File: src/rtl/rng_pkg.sv
// Shared types and reference tap masks for the LFSR random-number source.
package rng_pkg;

   typedef enum logic {
      FILL = 1'b0,
      HOLD = 1'b1
   } rng_state_t;

   // Maximal-length Fibonacci tap masks for common widths
   localparam logic [3:0]  TAPS_4  = 4'hC;
   localparam logic [7:0]  TAPS_8  = 8'hB8;
   localparam logic [15:0] TAPS_16 = 16'hB400;
   localparam logic [19:0] TAPS_20 = 20'h90000;
   localparam logic [31:0] TAPS_32 = 32'h80200003;

endpackage

File: src/rtl/lfsr_core.sv
// Fibonacci LFSR register with reseed, zero-seed substitution and lock-up recovery.
module lfsr_core
   import rng_pkg::*;
#(
   parameter int               WIDTH = 20,
   parameter logic [WIDTH-1:0] TAPS  = 20'h90000,
   parameter logic [WIDTH-1:0] SEED  = 20'h00001
) (
   input  logic             clk,
   input  logic             rst,
   input  logic             shift,
   input  logic             load,
   input  logic [WIDTH-1:0] load_value,
   output logic [WIDTH-1:0] state,
   output logic [WIDTH-1:0] next_state
);

   assign next_state = {state[WIDTH-2:0], ^(state & TAPS)};

   // An all-zero state would never leave zero, so it is replaced by SEED on sight
   always_ff @(posedge clk or negedge rst) begin
      if (!rst) begin
         state <= SEED;
      end else if (load) begin
         state <= (load_value == '0) ? SEED : load_value;
      end else if (state == '0) begin
         state <= SEED;
      end else if (shift) begin
         state <= next_state;
      end
   end

endmodule

File: src/rtl/lfsr_rng.sv
// LFSR random-number source: shifts SHIFTS times per sample and offers each
// sample on a valid/ready handshake.
module lfsr_rng
   import rng_pkg::*;
#(
   parameter int               WIDTH  = 20,
   parameter logic [WIDTH-1:0] TAPS   = 20'h90000,
   parameter logic [WIDTH-1:0] SEED   = 20'h00001,
   parameter int               SHIFTS = 20
) (
   input  logic             clk,
   input  logic             rst,
   input  logic             en,
   input  logic             seed_load,
   input  logic [WIDTH-1:0] seed_value,
   input  logic             rnd_ready,
   output logic             rnd_valid,
   output logic [WIDTH-1:0] random_number
);

   localparam int            CW   = $clog2(SHIFTS + 1);
   localparam logic [CW-1:0] LAST = CW'(SHIFTS - 1);

   if (WIDTH < 3 || WIDTH > 32) begin : g_bad_width
      $error("lfsr_rng: WIDTH must be in 3..32");
   end
   if (SHIFTS < 1 || SHIFTS > 255) begin : g_bad_shifts
      $error("lfsr_rng: SHIFTS must be in 1..255");
   end
   if (SEED == '0) begin : g_bad_seed
      $error("lfsr_rng: SEED must be non-zero");
   end
   if (TAPS == '0) begin : g_bad_taps
      $error("lfsr_rng: TAPS must be non-zero");
   end

   rng_state_t       fsm;
   logic [CW-1:0]    cnt;
   logic [WIDTH-1:0] lfsr_state;
   logic [WIDTH-1:0] lfsr_next;
   logic             lockup;
   logic             shift;

   assign lockup = (lfsr_state == '0);
   assign shift  = (fsm == FILL) && en && !lockup && !seed_load;

   lfsr_core #(
      .WIDTH (WIDTH),
      .TAPS  (TAPS),
      .SEED  (SEED)
   ) u_core (
      .clk        (clk),
      .rst        (rst),
      .shift      (shift),
      .load       (seed_load),
      .load_value (seed_value),
      .state      (lfsr_state),
      .next_state (lfsr_next)
   );

   // A lock-up recovery cycle is not counted as a shift, so sample spacing
   // stays a whole number of real shifts after the reload
   always_ff @(posedge clk or negedge rst) begin
      if (!rst) begin
         fsm           <= FILL;
         cnt           <= '0;
         rnd_valid     <= 1'b0;
         random_number <= '0;
      end else if (seed_load) begin
         fsm       <= FILL;
         cnt       <= '0;
         rnd_valid <= 1'b0;
      end else begin
         case (fsm)
            FILL: begin
               if (en && !lockup) begin
                  if (cnt == LAST) begin
                     cnt           <= '0;
                     random_number <= lfsr_next;
                     rnd_valid     <= 1'b1;
                     fsm           <= HOLD;
                  end else begin
                     cnt <= cnt + 1'b1;
                  end
               end
            end
            HOLD: begin
               if (rnd_valid && rnd_ready) begin
                  rnd_valid <= 1'b0;
                  fsm       <= FILL;
               end
            end
            default: fsm <= FILL;
         endcase
      end
   end

endmodule
File: config.mk
export PLATFORM = sky130hd
export DESIGN_NAME = lfsr_rng
export DESIGN_NICKNAME = d
export VERILOG_FILES = /design/src/rtl/rng_pkg.sv /design/src/rtl/lfsr_core.sv /design/src/rtl/lfsr_rng.sv
export SDC_FILE = /design/constraint.sdc
export NUM_CORES = 1
export LEC_CHECK = 0
export CORE_UTILIZATION = 51
export CTS_BUF_LIST = sky130_fd_sc_hd__clkbuf_16
export DETAILED_ROUTE_END_ITERATION = 10
export GPL_TIMING_DRIVEN = 0
export PLACE_DENSITY_LB_ADDON = 0.15
export RECOVER_POWER = 100
export SLEW_MARGIN = 20
export SYNTH_ARGS = -nofsm -noshare
export SYNTH_HDL_FRONTEND = slang
export SYNTH_SLANG_ARGS = --single-unit
File: constraint.sdc
create_clock -name clk -period 2 [get_ports clk]
set_clock_uncertainty 0.05 [all_clocks]
set_input_delay 0.4 -clock clk [delete_from_list [all_inputs] [get_ports clk]]
set_output_delay 0.4 -clock clk [all_outputs]
set_load 0.005 [all_outputs]
==> summary.md, run 1 <==
| Metric | Value |
|---|---|
| Clk sinks | `47` |
| Post-Place Cells | `285` |
| Worst Setup Start Kind | `flop` |
| IO Port Bufs | `45` |
| Syn nets | `about 220` |
| Drt initial violations | `roughly 120` |
| Num rows | `23` |
| Final core utilization | `0.731` |
| Clock tree buffer depth | `2` |
| Worst Tran Pin Value | `around 1.3 ns` |
| Max Freq | `0.520 GHz` |
| Mapped Area | `roughly 2200 um^2` |
| Remaining antenna violation count after routing | `0` |
| Post-Syn Instances | `between 150 and 200` |
| Cts hold-fix bufs | `0` |
| Pre-CTS setup slack | `-0.160 ns` |
| CP endpoint kind | `flop` |
| Wirelength per Cell | `between 15 and 20 um` |
| Worst Setup Path Type | `reg -> reg` |
| Fin nets | `270` |
| Worst skew pair latency | `~0.28 ns` |
| Vias per cell | `approximately 5.8` |
| Flop2flop setup slack | `~0.076 ns` |
| CTS root buf | `clkbuf_16` |
| Gr usage total | `0.257` |
| Total die area | `around 4600 um^2` |
| Pwr Density | `about 780 nW/um^2` |
| Finish-stage setup viols | `0` |
| DIE WIDTH | `68.1 um` |
| Placeable Area | `a little over 4000 um^2` |
| Syn Area/Cell | `about 12 um^2` |
| Sequential area share after synthesis | `0.529` |
| Seq pwr share | `0.456` |
| MaxCap Viol Count | `0` |
| Placed standard-cell area | `approximately 2800 um^2` |
| Largest net degree at the start of global routing | `27` |
| Final Cycle Share | `0.962` |
| Count leader, synth | `dfrtp_1` |
| Switching share of power | `0.222` |
| VDD IR max | `0.000607 V` |
| Hold Vio Cnt, Final | `0` |
| N_diodes | `0` |
| Worst hold path type | `in -> async` |
| Non-Filler Instances | `295` |
| First-pass GRT wire length | `8550 um` |
| CTS buffer count | `5` |
| Initial antenna violation count | `0` |
| Worst-path clk slew | `approximately 0.060 ns` |
| Comb pwr share | `0.095` |
| Synth cell types | `36` |
| Ys async rst share | `1.00` |
| WP data required | `~2.1 ns` |
| H-tree depth | `2` |
| Lkg Pwr | `1.47 nW` |
| Worst slew margin | `0.135` |
| DR pass1 iterations | `4` |
| CTS tree | `built` |
| Critical Path AT | `2.05 ns` |
| Post-synth EDFFs | `0` |
| Synth top cells by count | `dfrtp_1, mux2i_1, nand2_1` |
| Sw Pwr | `520 uW` |
| Filler Cell Count | `around 310` |
| Worst-path maximum fanout | `10` |
| Pint | `1.82 mW` |
| # DRC | `0` |
| Cell taking the most area after synthesis | `dfrtp_1` |
| Vias post-DR | `roughly 1700` |
| Layout cell share with drive strength beyond 1 | `0.167` |
| Post-route cell area | `approximately 3000 um^2` |
| Clk network pwr share | `0.449` |
| Post-Route WL | `~5200 um` |
| Synth-to-Final Area Change | `34.2%` |
| Fin crit period | `about 1.9 ns` |
| Final WS setup | `0.0762 ns` |
| I/O pin count | `46` |
| Initial Utilization | `0.545` |
| Setup TNS Final | `0 ns` |
| Vias in the first global route | `between 1500 and 2000` |
| Synth top area cells | `dfrtp_1, mux2i_1, mux2_4` |
| Final RePlAce weighted congestion | `between 0.8 and 0.9` |
| Die H | `68.1 um` |
| Grt total ovfl | `0` |
| Fin. max-slew vios | `0` |
| Top FF cell, synth | `dfrtp_1` |
| YS warnings | `0` |
| Status | `completed` |
| Yosys top cell area share | `0.517` |
| Yosys reg bits | `47` |
| Detailed placement HPWL | `approximately 3600 um` |
stage by stage:
| step | power (mW) | hold WS, ns |
|---|---|---|
| global placement | 1.27 | 0.426 |
| finish | 2.34 | 0.333 |
| global route | 2.42 | 0.453 |
| detailed placement | 1.29 | 0.365 |
| floorplan | 1.16 | 0.0544 |
| CTS | 2.34 | 0.0626 |
per-layer routing:
metal  GRT usage  up-vias  share of wire  wire, um
met5           0        -              0         0
met4      0.0911        0          0.018        94
met3      0.0567       12          0.053       276
met2       0.420       62           0.49      2570
met1       0.332      854           0.44      2280
li1            -      794              -         -
repair_timing:
item,4_1_cts,5_1_grt
gates resized for setup,1,4
pin swaps,0,2
buffers inserted,0,2
gates cloned,0,0
setup endpoints to repair,17,24
cells in the final DEF (no fill, tap or decap), drive strengths merged, types with 9 or more instances in the layout:
| cell | count |
|---|---|
| dfrtp | 46 |
| o21ai | 21 |
| clkdlybuf4s50 | 23 |
| mux2i | 20 |
| nor4 | 11 |
| inv | 9 |
| clkbuf | 11 |
| mux2 | 19 |
| nand2 | 20 |
| dlygate4sd3 | 21 |
flip-flops by register name, indices dropped and copies added (netlist names):
name           cells
fsm                1
cnt                5
u_core.state      20
random_number     20
rnd_valid          1
cell families after synthesis:
group                    Yosys count  synth area share
flip-flops                        47             0.529
XOR/XNOR                           2           0.00787
AO/OA/AOI/OAI                     36             0.102
AND/OR/NAND/NOR                   47             0.113
buffers and inverters             17            0.0399
adder cells (fa/ha/maj)            1           0.00562
multiplexers                      39             0.203
final cells by class:
cell class	instances	area, um^2	area share
clock inverters	3	63.8	0.0213
repair buffers	48	479	0.160
well taps	50	62.6	0.0209
clock buffers	5	125	0.0419
inverters	8	30.0	0.0100
flip-flops and latches	47	1180	0.394
plain buffers	9	58.8	0.0197
multi-input cells	125	992	0.332
worst paths after layout:
check,startpoint,end,depth (start not counted)
worst min-delay path,rst,random_number[15],1
worst max register to register,cnt[0],random_number[7],6
max in group asynchronous,rst,u_core.state[0],2
worst max-delay path,cnt[0],random_number[7],6
worst min register to register,random_number[16],random_number[16],1
min in group clk,random_number[16],random_number[16],1
worst max-delay path: stages, from the launching register on:
cell      delay (ns)
dfrtp_1         0.42
ha_1            0.25
and4bb_2        0.26
and3_2          0.22
o21ai_4         0.09
buf_6           0.21
mux2_4          0.31
power groups by stage:
stage	clock network [mW]	registers [mW]	logic (mW)
floorplan	0	1.05	0.111
global placement	0	1.07	0.205
detailed placement	0	1.07	0.214
CTS	1.06	1.06	0.220
global route	1.10	1.07	0.248
finish	1.05	1.07	0.223
No activity file was read; power rests on OpenSTA's default activity.
==> inputs of run 2 (changes only) <==
--- a/config.mk
+++ b/config.mk
@@ -5,10 +5,12 @@
 export SDC_FILE = /design/constraint.sdc
 export NUM_CORES = 1
 export LEC_CHECK = 0
-export CORE_UTILIZATION = 51
+export CORE_UTILIZATION = 62
 export CTS_BUF_LIST = sky130_fd_sc_hd__clkbuf_16
 export DETAILED_ROUTE_END_ITERATION = 10
+export DONT_BUFFER_PORTS = 1
 export GPL_TIMING_DRIVEN = 0
+export HOLD_SLACK_MARGIN = 0.1
 export PLACE_DENSITY_LB_ADDON = 0.15
 export RECOVER_POWER = 100
 export SLEW_MARGIN = 20
==> run 2 against run 1 <==
Via count is 10% lower. Critical endpoint is now random_number[15]. Maximum frequency decreased by 0.59%. First-iteration DRC count is 3.4% higher. Clock power shrank 25%. Core utilization shrank 0.13 points. Power decreased by 14%.
==> summary.md, run 2 (synthesized netlist as in run 1, its figures left out) <==
| Metric | Value |
|---|---|
| Worst-path clk slew | `around 0.060 ns` |
| Regs by FF count | `random_number: 20 flops, u_core.state: 20 flops, cnt: 5 flops` |
| Lkg Pwr | `1.19 nW` |
| Layout cell share with drive strength beyond 1 | `0.171` |
| Max Freq | `about 0.52 GHz` |
| Largest net degree at the start of global routing | `48` |
| Wirelength per Cell | `19.5 um` |
| Drt initial violations | `around 120` |
| Total die area | `approximately 3800 um^2` |
| Met1 GRT Util | `0.340` |
| Critical Path Source | `cnt[0]` |
| Hold Vio Cnt, Final | `0` |
| DIE WIDTH | `61.9 um` |
| Critical Path AT | `about 2.0 ns` |
| Final WS setup | `0.0649 ns` |
| Crit Reg-Reg Startpoint | `cnt[0]` |
| Busiest metal layer after global routing | `met2` |
| Post-Route WL | `between 4000 and 5000 um` |
| Met2 Usage GRT | `0.453` |
| Clock tree buffer depth | `2` |
| Final RePlAce weighted congestion | `approximately 0.87` |
| Area occupied by multi-input gates | `around 1000 um^2` |
| # DRC | `0` |
| Worst slew margin | `0.261` |
| Flop2flop setup slack | `around 0.065 ns` |
| H-tree depth | `2` |
| CP endpoint kind | `flop` |
| Detailed placement HPWL | `~3300 um` |
| GR Layer Usage met3 | `0.0621` |
| RSZ-0062 raised after global routing | `no` |
| Number of cells on the worst hold path | `2` |
| Pre-CTS setup slack | `-0.0226 ns` |
| Placeable Area | `3390 um^2` |
| Finish-stage setup viols | `0` |
| MaxCap Viol Count | `0` |
| Synth-to-Final Area Change | `11.1%` |
| Clk sinks | `47` |
| Vias in the first global route | `about 1500` |
| Remaining antenna violation count after routing | `0` |
| CTS root buf | `clkbuf_16` |
| Pwr Density | `814 nW/um^2` |
| Filler Cell Count | `between 200 and 250` |
| Initial Utilization | `0.657` |
| WP data required | `about 2.1 ns` |
| Commonest non-fill, non-tap cell in the layout | `dfrtp_1` |
| Fin nets | `approximately 220` |
| Post-CTS setup buffers | `0` |
| Final Cycle Share | `0.968` |
| Grt total ovfl | `0` |
| Worst skew pair latency | `around 0.28 ns` |
| Status | `completed` |
| Worst hold path type | `in -> reg` |
| Worst Setup Start Kind | `flop` |
| FF-to-FF path depth | `6` |
| Placed standard-cell area | `~2300 um^2` |
| VDD IR max | `0.000510 V` |
| Worst-path maximum fanout | `10` |
| Worst Setup Path Type | `reg -> reg` |
| N_diodes | `0` |
| Fin crit period | `1.94 ns` |
| Initial antenna violation count | `0` |
| Worst Tran Pin Value | `1.11 ns` |
| Fin. max-slew vios | `0` |
| Post-route cell area | `2470 um^2` |
| I/O pin count | `between 40 and 50` |
| DR pass1 iterations | `4` |
| Gr usage total | `0.269` |
| Die H | `just over 60 um` |
| HP Start | `seed_value[19]` |
| Vias post-DR | `1544` |
| CTS buffer count | `5` |
| IO Port Bufs | `0` |
| Most frequent cells in the layout | `dfrtp_1, nand2_1, mux2i_1` |
| Sequential cell area | `about 1200 um^2` |
| First-pass GRT wire length | `7180 um` |
| CTS tree | `built` |
| Num rows | `21` |
| Vias per cell | `roughly 6.3` |
## run 2: worst paths after layout
check	to
worst max-delay path	random_number[15]
worst min-delay path	u_core.state[19]
worst max register to register	random_number[15]
worst min register to register	random_number[17]
max in group asynchronous	u_core.state[19]
min in group asynchronous	u_core.state[13]
## run 2: layout make-up
class,count,area share
plain buffers,9,0.0207
clock buffers,5,0.0506
clock inverters,3,0.00607
inverters,8,0.0121
multi-input cells,125,0.405
flip-flops and latches,47,0.476
well taps,46,0.0233
repair buffers,2,0.00607
## run 2: critical path, stage by stage, from the launching register on
cell	delay, ns
dfrtp_1	0.41
ha_1	0.25
and4bb_2	0.25
and3_2	0.22
o21ai_4	0.10
buf_6	0.19
mux2_1	0.34
## run 2: metrics by stage
stage	TNS, ns	total power [mW]	hold WS (ns)	util	instances
after floorplan	0	1.16	0.0544	-	189
after global placement	0	1.20	0.0554	0.674	235
after detailed placement	-0.0704	1.21	0.0553	0.674	235
after CTS	0	2.02	0.182	0.728	245
after global routing	0	2.10	0.196	0.730	245
final	0	2.01	0.188	0.730	245
## run 2: layer usage
metal / vias up / part of all wire
met5: - / 0
met1: 769 / 0.39
met3: 2 / 0.077
met4: 0 / 0.0061
met2: 75 / 0.52
li1: 698 / -
## run 2: timing repair
item / 4_1_cts / 5_1_grt
hold buffers: 2 / 0
endpoints found under the setup margin: 6 / 17
endpoints found under the hold margin: 47 / 0
pin swaps: 0 / 1
gates resized for setup: 1 / 5
## run 2: report_power, final
part | leakage [nW] | switching [mW] | internal (mW)
registers | 0.618 | 0.0692 | 0.999
logic | 0.507 | 0.0920 | 0.0697
clock network | 0.0649 | 0.330 | 0.454
total | 1.19 | 0.491 | 1.52
